**src/rtl/game_table_render.sv**
```systemverilog
// SVGA 800x600@60 renderer for the 10x10 game table: a per-frame snapshot feeds a 2-stage pixel pipeline.
// Defining GRID_LINES_EN overlays 12'h444 cell borders on the board.
module game_table_render #(
    parameter int          BOARD_X0  = 200,
    parameter int          BOARD_Y0  = 100,
    parameter int          CELL_SIZE = 40,
    parameter logic [11:0] FG_COLOR  = 12'hFFF,
    parameter logic [11:0] BG_COLOR  = 12'h000,
    parameter int          H_VISIBLE = 800,
    parameter int          H_FRONT   = 40,
    parameter int          H_SYNC    = 128,
    parameter int          H_BACK    = 88,
    parameter int          V_VISIBLE = 600,
    parameter int          V_FRONT   = 1,
    parameter int          V_SYNC    = 4,
    parameter int          V_BACK    = 23
) (
    input  logic         clk_40M,
    input  logic         rst,
    input  logic [99:0]  game_table,
    output logic [3:0]   vga_r,
    output logic [3:0]   vga_g,
    output logic [3:0]   vga_b,
    output logic         vga_hsync,
    output logic         vga_vsync,
    output logic         frame_tick
);

    localparam int H_TOTAL = H_VISIBLE + H_FRONT + H_SYNC + H_BACK;
    localparam int V_TOTAL = V_VISIBLE + V_FRONT + V_SYNC + V_BACK;
    localparam int HW      = $clog2(H_TOTAL);
    localparam int VW      = $clog2(V_TOTAL);
    localparam int OW      = $clog2(CELL_SIZE + 1);
    localparam int BOARD_W = 10 * CELL_SIZE;

    localparam logic [HW-1:0] H_LAST       = HW'(H_TOTAL - 1);
    localparam logic [HW-1:0] H_VIS_END    = HW'(H_VISIBLE);
    localparam logic [HW-1:0] H_SYNC_START = HW'(H_VISIBLE + H_FRONT);
    localparam logic [HW-1:0] H_SYNC_END   = HW'(H_VISIBLE + H_FRONT + H_SYNC);
    localparam logic [HW-1:0] X_START      = HW'(BOARD_X0);
    localparam logic [HW-1:0] X_END        = HW'(BOARD_X0 + BOARD_W);
    localparam logic [HW-1:0] X_LAST       = HW'(BOARD_X0 + BOARD_W - 1);

    localparam logic [VW-1:0] V_LAST       = VW'(V_TOTAL - 1);
    localparam logic [VW-1:0] V_VIS_END    = VW'(V_VISIBLE);
    localparam logic [VW-1:0] V_SYNC_START = VW'(V_VISIBLE + V_FRONT);
    localparam logic [VW-1:0] V_SYNC_END   = VW'(V_VISIBLE + V_FRONT + V_SYNC);
    localparam logic [VW-1:0] Y_START      = VW'(BOARD_Y0);
    localparam logic [VW-1:0] Y_END        = VW'(BOARD_Y0 + BOARD_W);
    localparam logic [VW-1:0] Y_LAST       = VW'(BOARD_Y0 + BOARD_W - 1);

    localparam logic [OW-1:0] OFF_LAST     = OW'(CELL_SIZE - 1);

    logic [HW-1:0] h_cnt;
    logic [VW-1:0] v_cnt;
    logic [OW-1:0] x_off;
    logic [OW-1:0] y_off;
    logic [3:0]    col;
    logic [3:0]    row;
    logic [99:0]   snapshot_reg;
    logic          frame_tick_reg;

    logic          in_x;
    logic          in_y;
    logic          visible;
    logic          hsync_now;
    logic          vsync_now;
    logic          snap_now;

    logic          s1_visible;
    logic          s1_inside;
    logic [6:0]    s1_index;
    logic          s1_hsync;
    logic          s1_vsync;
`ifdef GRID_LINES_EN
    logic          s1_grid;
`endif

    logic [11:0]   pixel_color;
    logic [11:0]   color_reg;
    logic          hsync_reg;
    logic          vsync_reg;

    always_comb begin
        in_x      = (h_cnt >= X_START) && (h_cnt < X_END);
        in_y      = (v_cnt >= Y_START) && (v_cnt < Y_END);
        visible   = (h_cnt < H_VIS_END) && (v_cnt < V_VIS_END);
        hsync_now = (h_cnt >= H_SYNC_START) && (h_cnt < H_SYNC_END);
        vsync_now = (v_cnt >= V_SYNC_START) && (v_cnt < V_SYNC_END);
        snap_now  = (h_cnt == '0) && (v_cnt == V_VIS_END);
    end

    always_ff @(posedge clk_40M or negedge rst) begin
        if (!rst) begin
            h_cnt <= '0;
            v_cnt <= '0;
        end else if (h_cnt == H_LAST) begin
            h_cnt <= '0;
            v_cnt <= (v_cnt == V_LAST) ? '0 : v_cnt + 1'b1;
        end else begin
            h_cnt <= h_cnt + 1'b1;
        end
    end

    // Cell counters sit at zero everywhere outside the board, so they are already zero at its top-left edge.
    always_ff @(posedge clk_40M or negedge rst) begin
        if (!rst) begin
            x_off <= '0;
            col   <= '0;
        end else if (in_x && (h_cnt != X_LAST)) begin
            if (x_off == OFF_LAST) begin
                x_off <= '0;
                col   <= col + 1'b1;
            end else begin
                x_off <= x_off + 1'b1;
            end
        end else begin
            x_off <= '0;
            col   <= '0;
        end
    end

    always_ff @(posedge clk_40M or negedge rst) begin
        if (!rst) begin
            y_off <= '0;
            row   <= '0;
        end else if (h_cnt == H_LAST) begin
            if (in_y && (v_cnt != Y_LAST)) begin
                if (y_off == OFF_LAST) begin
                    y_off <= '0;
                    row   <= row + 1'b1;
                end else begin
                    y_off <= y_off + 1'b1;
                end
            end else begin
                y_off <= '0;
                row   <= '0;
            end
        end
    end

    always_ff @(posedge clk_40M or negedge rst) begin
        if (!rst) begin
            snapshot_reg   <= '0;
            frame_tick_reg <= 1'b0;
        end else begin
            frame_tick_reg <= snap_now;
            if (snap_now) begin
                snapshot_reg <= game_table;
            end
        end
    end

    // row*10 as shift-add keeps stage 1 free of multipliers.
    always_ff @(posedge clk_40M or negedge rst) begin
        if (!rst) begin
            s1_visible <= 1'b0;
            s1_inside  <= 1'b0;
            s1_index   <= '0;
            s1_hsync   <= 1'b0;
            s1_vsync   <= 1'b0;
`ifdef GRID_LINES_EN
            s1_grid    <= 1'b0;
`endif
        end else begin
            s1_visible <= visible;
            s1_inside  <= in_x && in_y;
            s1_index   <= ({3'b000, row} << 3) + ({3'b000, row} << 1) + {3'b000, col};
            s1_hsync   <= hsync_now;
            s1_vsync   <= vsync_now;
`ifdef GRID_LINES_EN
            s1_grid    <= (x_off == '0) || (y_off == '0) || (h_cnt == X_LAST) || (v_cnt == Y_LAST);
`endif
        end
    end

    always_comb begin
        pixel_color = BG_COLOR;
        if (!s1_visible) begin
            pixel_color = 12'h000;
        end else if (s1_inside) begin
`ifdef GRID_LINES_EN
            if (s1_grid) begin
                pixel_color = 12'h444;
            end else begin
                pixel_color = snapshot_reg[s1_index] ? FG_COLOR : BG_COLOR;
            end
`else
            pixel_color = snapshot_reg[s1_index] ? FG_COLOR : BG_COLOR;
`endif
        end
    end

    always_ff @(posedge clk_40M or negedge rst) begin
        if (!rst) begin
            color_reg <= '0;
            hsync_reg <= 1'b0;
            vsync_reg <= 1'b0;
        end else begin
            color_reg <= pixel_color;
            hsync_reg <= s1_hsync;
            vsync_reg <= s1_vsync;
        end
    end

    assign vga_r      = color_reg[11:8];
    assign vga_g      = color_reg[7:4];
    assign vga_b      = color_reg[3:0];
    assign vga_hsync  = hsync_reg;
    assign vga_vsync  = vsync_reg;
    assign frame_tick = frame_tick_reg;

endmodule

```
**config.mk**
```make
export PLATFORM = sky130hd
export DESIGN_NAME = game_table_render
export DESIGN_NICKNAME = d
export VERILOG_FILES = /design/src/rtl/game_table_render.sv
export SDC_FILE = /design/constraint.sdc
export NUM_CORES = 1
export LEC_CHECK = 0
export ABC_AREA = 1
export CORE_AREA = 10 10 126 128
export DETAILED_ROUTE_END_ITERATION = 7
export DIE_AREA = 0 0 136 138
export PLACE_DENSITY = 0.95
export SYNTH_ARGS = -nofsm -noshare
export SYNTH_HDL_FRONTEND = slang
export SYNTH_SLANG_ARGS = --single-unit
```
**constraint.sdc**
```tcl
create_clock -name clk_40M -period 2.8 [get_ports clk_40M]
set_input_delay 0.56 -clock clk_40M [delete_from_list [all_inputs] [get_ports clk_40M]]
set_output_delay 0.56 -clock clk_40M [all_outputs]
set_load 0.01 [all_outputs]
```
==> flow_results.xml, run 1 <==
<?xml version="1.0" encoding="UTF-8"?>
<metrics>
  <group name="timing">
    <metric name="post-route-worst-setup-slack" unit="ps">499</metric>
    <metric name="setup_total_negative_slack" unit="ps">0</metric>
    <metric name="tightestPinTransition" unit="ps">982</metric>
    <metric name="final.setup_skew" unit="ps">7.83</metric>
    <metric name="timing_hold_violations_final" unit="">0</metric>
    <metric name="finalMaxSlewViolations" unit="">0</metric>
    <metric name="report.final.setup_viol" unit="">0</metric>
    <metric name="relative_slew_margins" unit="%">34.6</metric>
    <metric name="fmaxAchievable" unit="GHz">0.435</metric>
    <metric name="hold_ws" unit="ps">65.1</metric>
    <metric name="fin_crit_sh" unit="%">82.2</metric>
    <metric name="timing.final.crit_period" unit="ps">2300</metric>
    <metric name="rsz0062_at_grt" unit="">false</metric>
  </group>
  <group name="synth">
    <metric name="synth.area.top_cells" unit="">dfrtp_1 50%, nand2_1 23%, nand3_1 6.8%, ha_1 2.7%, inv_1 2.5%</metric>
    <metric name="synth_top_cells_by_count" unit="">472 x nand2_1, 156 x dfrtp_1, 105 x nand3_1</metric>
    <metric name="number_of_storage_elements_in_the_synthesis_netlist" unit="">156</metric>
    <metric name="yosysTopAreaCellShare" unit="%">50.2</metric>
    <metric name="ys_seq_area_share" unit="%">50.2</metric>
    <metric name="post-synth-top-count-cell" unit="">nand2_1</metric>
    <metric name="synthDominantAreaCellType" unit="">dfrtp_1</metric>
    <metric name="synth_cell_type_count" unit="">32</metric>
    <metric name="number_of_synthesized_flops_with_an_enable_pin" unit="">0</metric>
    <metric name="syn-num-nets" unit="">1125</metric>
    <metric name="syn_avg_cell_area" unit="µm²">7.75</metric>
    <metric name="synth_cells" unit="">1004</metric>
    <metric name="asyncSetResetFlopFracSynth" unit="%">100</metric>
    <metric name="netlist_area" unit="mm²">0.00778</metric>
    <metric name="ys_warn_count" unit="">0</metric>
    <metric name="postSynth.topFlopCell" unit="">dfrtp_1</metric>
  </group>
  <group name="layout">
    <metric name="largest_register_ff_count" unit="">100</metric>
    <metric name="drive_gt1_share" unit="%">5.32</metric>
    <metric name="area_growth_syn_to_layout" unit="%">23.6</metric>
    <metric name="nets" unit="">1218</metric>
    <metric name="n_antenna_cell" unit="">0</metric>
  </group>
  <group name="clock_tree">
    <metric name="tritoncts.num_buffers" unit="">17</metric>
    <metric name="tritoncts" unit="">built</metric>
    <metric name="insertion_delay" unit="ps">430</metric>
    <metric name="postCtsSetupBuffers" unit="">0</metric>
    <metric name="cts.repair.resized" unit="">0</metric>
    <metric name="ctsRootBufferMaster" unit="">clkbuf_16</metric>
    <metric name="clk_pin_slew_worst_paths" unit="ps">60</metric>
    <metric name="cts_max_level" unit="">4</metric>
    <metric name="clockBufferDepth" unit="">2</metric>
    <metric name="cts_sinks" unit="">156</metric>
    <metric name="cts_hold_buffers" unit="">0</metric>
  </group>
  <group name="placed_design">
    <metric name="preCtsSetupSlack" unit="ps">568</metric>
    <metric name="port_buffers" unit="">116</metric>
    <metric name="place_hpwl" unit="µm">14000</metric>
    <metric name="gpl.final_weighted_congestion" unit="">0.877</metric>
  </group>
  <group name="worst_setup_path">
    <metric name="cell_type_of_the_slowest_stage_on_the_worst_timing_path" unit="">dfrtp_1</metric>
    <metric name="required" unit="ps">3130</metric>
    <metric name="critical_setup_path_kind" unit="">flop to flop</metric>
    <metric name="cp-start-kind" unit="">flop</metric>
    <metric name="critical-path-max-stage-delay" unit="ps">390</metric>
    <metric name="timing.critical_path.mode_cell" unit="">nand4_1</metric>
    <metric name="arrival" unit="ps">2630</metric>
    <metric name="crit_fanout" unit="">9</metric>
    <metric name="crit_path_capture_type" unit="">flop</metric>
    <metric name="cp_cell_sequence" unit="">ha_1 -&gt; nand2_1 -&gt; nor2_2 -&gt; nand4_1 -&gt; inv_2 -&gt; nand4_1 -&gt; o21ai_0 -&gt; a21boi_0</metric>
  </group>
  <group name="hold_path">
    <metric name="hold_class" unit="">input port to asynchronous set/reset pin</metric>
  </group>
  <group name="route">
    <metric name="vias_per_cell" unit="">5.50</metric>
    <metric name="routed_wire_length_per_instance" unit="µm">16.4</metric>
    <metric name="dr.pass1.iters" unit="">6</metric>
    <metric name="detailroute.via_count" unit="">7091</metric>
    <metric name="initialDrtViolationCount" unit="">885</metric>
    <metric name="wirelength" unit="µm">21100</metric>
    <metric name="drt.antenna.violating_nets" unit="">0</metric>
    <metric name="drc" unit="">0</metric>
  </group>
  <group name="global_routing">
    <metric name="grt_pass1_vias" unit="">7053</metric>
    <metric name="grt_antenna_before_repair" unit="">0</metric>
    <metric name="grt_start_max_net_pins" unit="">103</metric>
    <metric name="grt_pass1_wl" unit="µm">34600</metric>
    <metric name="grt_remaining_overflow" unit="">0</metric>
    <metric name="grt_usage" unit="%">22.7</metric>
  </group>
  <group name="power">
    <metric name="p_seq_share" unit="%">44.7</metric>
    <metric name="p_leak" unit="nW">4.68</metric>
    <metric name="clock_power_share" unit="%">51.5</metric>
    <metric name="power_spent_charging_and_discharging_nets" unit="W">0.000974</metric>
    <metric name="internal-power" unit="W">0.00407</metric>
    <metric name="vdd_drop_max" unit="V">0.000435</metric>
    <metric name="power.density_cell_area" unit="mW/mm²">524</metric>
    <metric name="comb_power_share" unit="%">3.8</metric>
    <metric name="swShare" unit="%">19.3</metric>
  </group>
  <group name="floorplan">
    <metric name="placeableCoreArea" unit="mm²">0.0135</metric>
    <metric name="die_height" unit="µm">138</metric>
    <metric name="ioPinCount" unit="">117</metric>
    <metric name="initial_util" unit="%">57.6</metric>
    <metric name="die-area" unit="mm²">0.0188</metric>
    <metric name="core.rowCount" unit="">43</metric>
    <metric name="die_w" unit="µm">136</metric>
  </group>
  <group name="outcome">
    <metric name="run_status" unit="">finished clean</metric>
  </group>
  <group name="run">
    <metric name="maxCapViolCount" unit="">0</metric>
  </group>
</metrics>
## kinds of logic after synthesis
family | synth area share (%)
AO/OA/AOI/OAI | 2.72
buffers and inverters | 7.04
flip-flops | 50.2
XOR/XNOR | 2.03
adder cells (fa/ha/maj) | 3.25
AND/OR/NAND/NOR | 34.8
## final cells by class
type	count	area, µm²
Clock buffer	19	443
Timing Repair Buffer	127	1270
Fill cell	948	3880
Clock inverter	13	220
Sequential cell	156	3910
Multi-Input combinational cell	736	3330
Inverter	59	221
Tap cell	180	225
## critical path, delay by kind of cell (launching register included)
kind,cells,cell delay [ps]
adder cells (fa/ha/maj),1,210
buffers and inverters,1,300
AND/OR/NAND/NOR,4,860
flip-flops,1,390
AO/OA/AOI/OAI,2,440
## worst paths after layout
path / startpoint / end / slack (ps) / depth (start not counted)
worst max register to register: h_cnt[0] / v_cnt[5] / 500 / 8
max in group asynchronous: rst / snapshot_reg[67] / 1890 / 2
worst min register to register: s1_hsync / vga_hsync / 360 / 0
min in group clk_40M: s1_hsync / vga_hsync / 360 / 0
worst max-delay path: h_cnt[0] / v_cnt[5] / 500 / 8
worst min-delay path: rst / snapshot_reg[62] / 70 / 1
## per-stage QoR
stage / power, W / instance area, µm² / instances / utilization, %
final: 0.00504 / 9620 / 1290 / 71.2
after global routing: 0.00517 / 9620 / 1290 / 71.2
after CTS: 0.00505 / 9620 / 1290 / 71.2
after detailed placement: 0.00249 / 8960 / 1258 / 66.3
after global placement: 0.00249 / 8960 / 1258 / 66.3
after floorplan: 0.00230 / 7780 / 1004 / -
## power by group through the flow
stage / Sequential (W) / Clock, W / Combinational [W]
6_report: 0.00225 / 0.00259 / 0.000191
3_3_place_gp: 0.00230 / 0 / 0.000190
5_1_grt: 0.00225 / 0.00271 / 0.000208
4_1_cts: 0.00225 / 0.00260 / 0.000194
3_5_place_dp: 0.00230 / 0 / 0.000193
2_1_floorplan: 0.00230 / 0 / 0.00000000118
## routing by layer
layer	global-route usage, %	up-vias	wire length, µm
li1	-	3336	-
met4	10.5	0	765
met2	37.5	337	10700
met5	0	-	0
met3	4.96	67	1580
met1	27.4	3351	8120
## placed cells by master (no fill, tap or decap), types with 2 or more instances in the layout
cell / count
a21boi_0: 2
a21oi_1: 14
buf_12: 2
buf_4: 9
bufinv_16: 6
clkbuf_16: 17
clkdlybuf4s50_1: 115
clkinv_2: 5
clkinvlp_4: 2
dfrtp_1: 155
fa_1: 2
ha_1: 17
inv_1: 52
inv_2: 6
nand2_1: 472
nand2_2: 2
nand3_1: 105
nand4_1: 14
nor2_1: 46
nor2_2: 5
nor3_1: 7
nor3b_1: 2
nor4_1: 5
o21ai_0: 14
o21ai_1: 2
o22ai_1: 2
xnor2_1: 4
xor2_1: 14
Note: power is estimated with default switching activity, not from simulation.
==> run 2: changes to the inputs <==
--- a/config.mk
+++ b/config.mk
@@ -6,10 +6,10 @@
 export NUM_CORES = 1
 export LEC_CHECK = 0
 export ABC_AREA = 1
-export CORE_AREA = 10 10 126 128
+export CORE_AREA = 10 10 130 132
 export DETAILED_ROUTE_END_ITERATION = 7
-export DIE_AREA = 0 0 136 138
-export PLACE_DENSITY = 0.95
+export DIE_AREA = 0 0 140 142
+export PLACE_DENSITY = 0.9
 export SYNTH_ARGS = -nofsm -noshare
 export SYNTH_HDL_FRONTEND = slang
 export SYNTH_SLANG_ARGS = --single-unit
==> constraint.sdc (replaced) <==
create_clock -name clk_40M -period 2.33 [get_ports clk_40M]
set_input_delay 0.466 -clock clk_40M [delete_from_list [all_inputs] [get_ports clk_40M]]
set_output_delay 0.466 -clock clk_40M [all_outputs]
set_load 0.01 [all_outputs]
==> flow_results.xml, run 2 (same netlist as run 1, synthesis figures left out) <==
<?xml version="1.0" encoding="UTF-8"?>
<metrics>
  <group name="outcome">
    <metric name="run_status" unit="">finished clean</metric>
  </group>
  <group name="route">
    <metric name="detailroute.via_count" unit="">7025</metric>
    <metric name="drc" unit="">0</metric>
    <metric name="dr.pass1.iters" unit="">5</metric>
    <metric name="wirelength" unit="µm">20500</metric>
    <metric name="drt.antenna.violating_nets" unit="">0</metric>
    <metric name="vias_per_cell" unit="">5.42</metric>
    <metric name="routed_wire_length_per_instance" unit="µm">15.8</metric>
    <metric name="initialDrtViolationCount" unit="">611</metric>
  </group>
  <group name="floorplan">
    <metric name="initial_util" unit="%">54.4</metric>
    <metric name="ioPinCount" unit="">117</metric>
    <metric name="die-area" unit="mm²">0.0199</metric>
    <metric name="die_height" unit="µm">142</metric>
    <metric name="die_w" unit="µm">140</metric>
    <metric name="placeableCoreArea" unit="mm²">0.0143</metric>
    <metric name="core.rowCount" unit="">44</metric>
  </group>
  <group name="layout">
    <metric name="nets" unit="">1221</metric>
    <metric name="n_antenna_cell" unit="">0</metric>
    <metric name="layout_commonest_cell" unit="">nand2_1</metric>
    <metric name="drive_gt1_share" unit="%">5.39</metric>
    <metric name="largest_register_ff_count" unit="">100</metric>
    <metric name="layout.cells.most_common_list" unit="">472 x nand2_1, 156 x dfrtp_1, 115 x clkdlybuf4s50_1, 105 x nand3_1, 52 x inv_1</metric>
    <metric name="area_growth_syn_to_layout" unit="%">23.9</metric>
  </group>
  <group name="timing">
    <metric name="final.setup_skew" unit="ps">7.16</metric>
    <metric name="tightestPinTransition" unit="ps">717</metric>
    <metric name="relative_slew_margins" unit="%">52.2</metric>
    <metric name="fin_crit_sh" unit="%">88.9</metric>
    <metric name="finalMaxSlewViolations" unit="">0</metric>
    <metric name="rsz0062_at_grt" unit="">false</metric>
    <metric name="fmaxAchievable" unit="GHz">0.483</metric>
    <metric name="timing.final.crit_period" unit="ps">2070</metric>
    <metric name="timing_hold_violations_final" unit="">0</metric>
    <metric name="report.final.setup_viol" unit="">0</metric>
    <metric name="setup_total_negative_slack" unit="ps">0</metric>
  </group>
  <group name="power">
    <metric name="power.density_cell_area" unit="mW/mm²">618</metric>
    <metric name="power_spent_charging_and_discharging_nets" unit="W">0.00118</metric>
    <metric name="vdd_drop_max" unit="V">0.000551</metric>
    <metric name="p_leak" unit="nW">4.69</metric>
    <metric name="internal-power" unit="W">0.00478</metric>
    <metric name="p_seq_share" unit="%">45.5</metric>
    <metric name="finalPower" unit="W">0.00595</metric>
    <metric name="comb_power_share" unit="%">3.9</metric>
    <metric name="swShare" unit="%">19.7</metric>
    <metric name="clock_power_share" unit="%">50.6</metric>
  </group>
  <group name="worst_setup_path">
    <metric name="worst_r2r_path_depth" unit="">7</metric>
    <metric name="r2r_setup_slack" unit="ps">260</metric>
    <metric name="required" unit="ps">2640</metric>
    <metric name="crit_path_capture_type" unit="">flop</metric>
    <metric name="crit-reg2reg-launch" unit="">row[0]</metric>
    <metric name="reg2reg_to" unit="">s1_index[6]</metric>
    <metric name="arrival" unit="ps">2380</metric>
    <metric name="cp-start-kind" unit="">flop</metric>
    <metric name="crit_fanout" unit="">4</metric>
    <metric name="critical_setup_path_kind" unit="">flop to flop</metric>
  </group>
  <group name="hold_path">
    <metric name="hold_class" unit="">flop to flop</metric>
    <metric name="whs_path_depth" unit="">0</metric>
    <metric name="hold_path_startpoint" unit="">s1_vsync</metric>
    <metric name="min_to" unit="">vga_vsync</metric>
  </group>
  <group name="global_routing">
    <metric name="grt_pass1_wl" unit="µm">33900</metric>
    <metric name="grt_remaining_overflow" unit="">0</metric>
    <metric name="grt_antenna_before_repair" unit="">0</metric>
    <metric name="grt_start_max_net_pins" unit="">103</metric>
    <metric name="grt_pass1_vias" unit="">7077</metric>
    <metric name="grt_usage" unit="%">20.7</metric>
  </group>
  <group name="clock_tree">
    <metric name="insertion_delay" unit="ps">430</metric>
    <metric name="tritoncts.num_buffers" unit="">17</metric>
    <metric name="cts_sinks" unit="">156</metric>
    <metric name="tritoncts" unit="">built</metric>
    <metric name="clockBufferDepth" unit="">2</metric>
    <metric name="clk_pin_slew_worst_paths" unit="ps">60</metric>
    <metric name="cts_max_level" unit="">4</metric>
    <metric name="ctsRootBufferMaster" unit="">clkbuf_16</metric>
  </group>
  <group name="run">
    <metric name="maxCapViolCount" unit="">0</metric>
  </group>
  <group name="placed_design">
    <metric name="port_buffers" unit="">116</metric>
    <metric name="place_hpwl" unit="µm">13700</metric>
    <metric name="gpl.final_weighted_congestion" unit="">0.889</metric>
  </group>
</metrics>
run 2: cell count changes in the layout (fill, tap and decap cells not counted), sizes merged:
| cell | previous run | this run |
|---|---|---|
| clkinv | 6 | 8 |
| buf | 12 | 14 |
| clkinvlp | 2 | 1 |
| dlygate4sd3 | 0 | 1 |
| bufinv | 6 | 5 |
run 2: power groups by stage:
stage          Clock [W]  Combinational [W]  Sequential [W]
2_1_floorplan          0     0.000000000942         0.00276
3_3_place_gp           0           0.000230         0.00276
3_5_place_dp           0           0.000232         0.00276
4_1_cts          0.00303           0.000236         0.00271
5_1_grt          0.00314           0.000252         0.00271
6_report         0.00301           0.000232         0.00271
run 2: routing by layer:
metal / global-route usage, % / up-vias / share of wire (%)
li1: - / 3348 / -
met1: 24.8 / 3329 / 40
met2: 34.9 / 296 / 50
met3: 5.17 / 52 / 7.1
met4: 8.37 / 0 / 2.6
met5: 0 / - / 0
run 2: what timing repair did:
action | in CTS | in global routing
setup endpoints to repair | 0 | 4
buffers inserted | 0 | 0
hold endpoints to repair | 31 | 0
resized for setup | 0 | 1
hold buffers | 1 | 0
run 2: layout make-up:
class,count,area [µm²]
Clock buffer,19,443
Clock inverter,13,196
Fill cell,1088,4670
Inverter,59,221
Multi-Input combinational cell,736,3330
Sequential cell,156,3900
Tap cell,184,230
Timing Repair Buffer,130,1310
run 2: worst max-delay path by stage:
| stage | endpoint | slack (ps) | cells after the start | startpoint |
|---|---|---|---|---|
| detailed placement | snapshot_reg[43] | 180 | 8 | v_cnt[0] |
| floorplan | s1_index[6] | 490 | 7 | row[0] |
| finish | s1_index[6] | 260 | 7 | row[0] |
| global route | snapshot_reg[59] | 130 | 9 | v_cnt[0] |
| CTS | snapshot_reg[61] | 140 | 8 | v_cnt[0] |
| global placement | snapshot_reg[92] | 280 | 8 | v_cnt[0] |
run 2: worst max-delay path, stage by stage, from the launching register on:
cell	delay (ps)
dfrtp_1	390
inv_1	110
fa_1	520
inv_1	80
fa_1	480
nand3_1	130
nand2_1	80
xor2_1	160
run 2: metrics by stage:
step	cells	worst slack, ps	util (%)	cell area [µm²]	hold WS, ps
floorplan	1004	486	-	7780	170
global placement	1264	280	62.8	8990	337
detailed placement	1264	179	62.8	8990	338
CTS	1297	137	67.3	9640	351
global route	1297	133	67.4	9640	350
finish	1297	259	67.4	9640	348
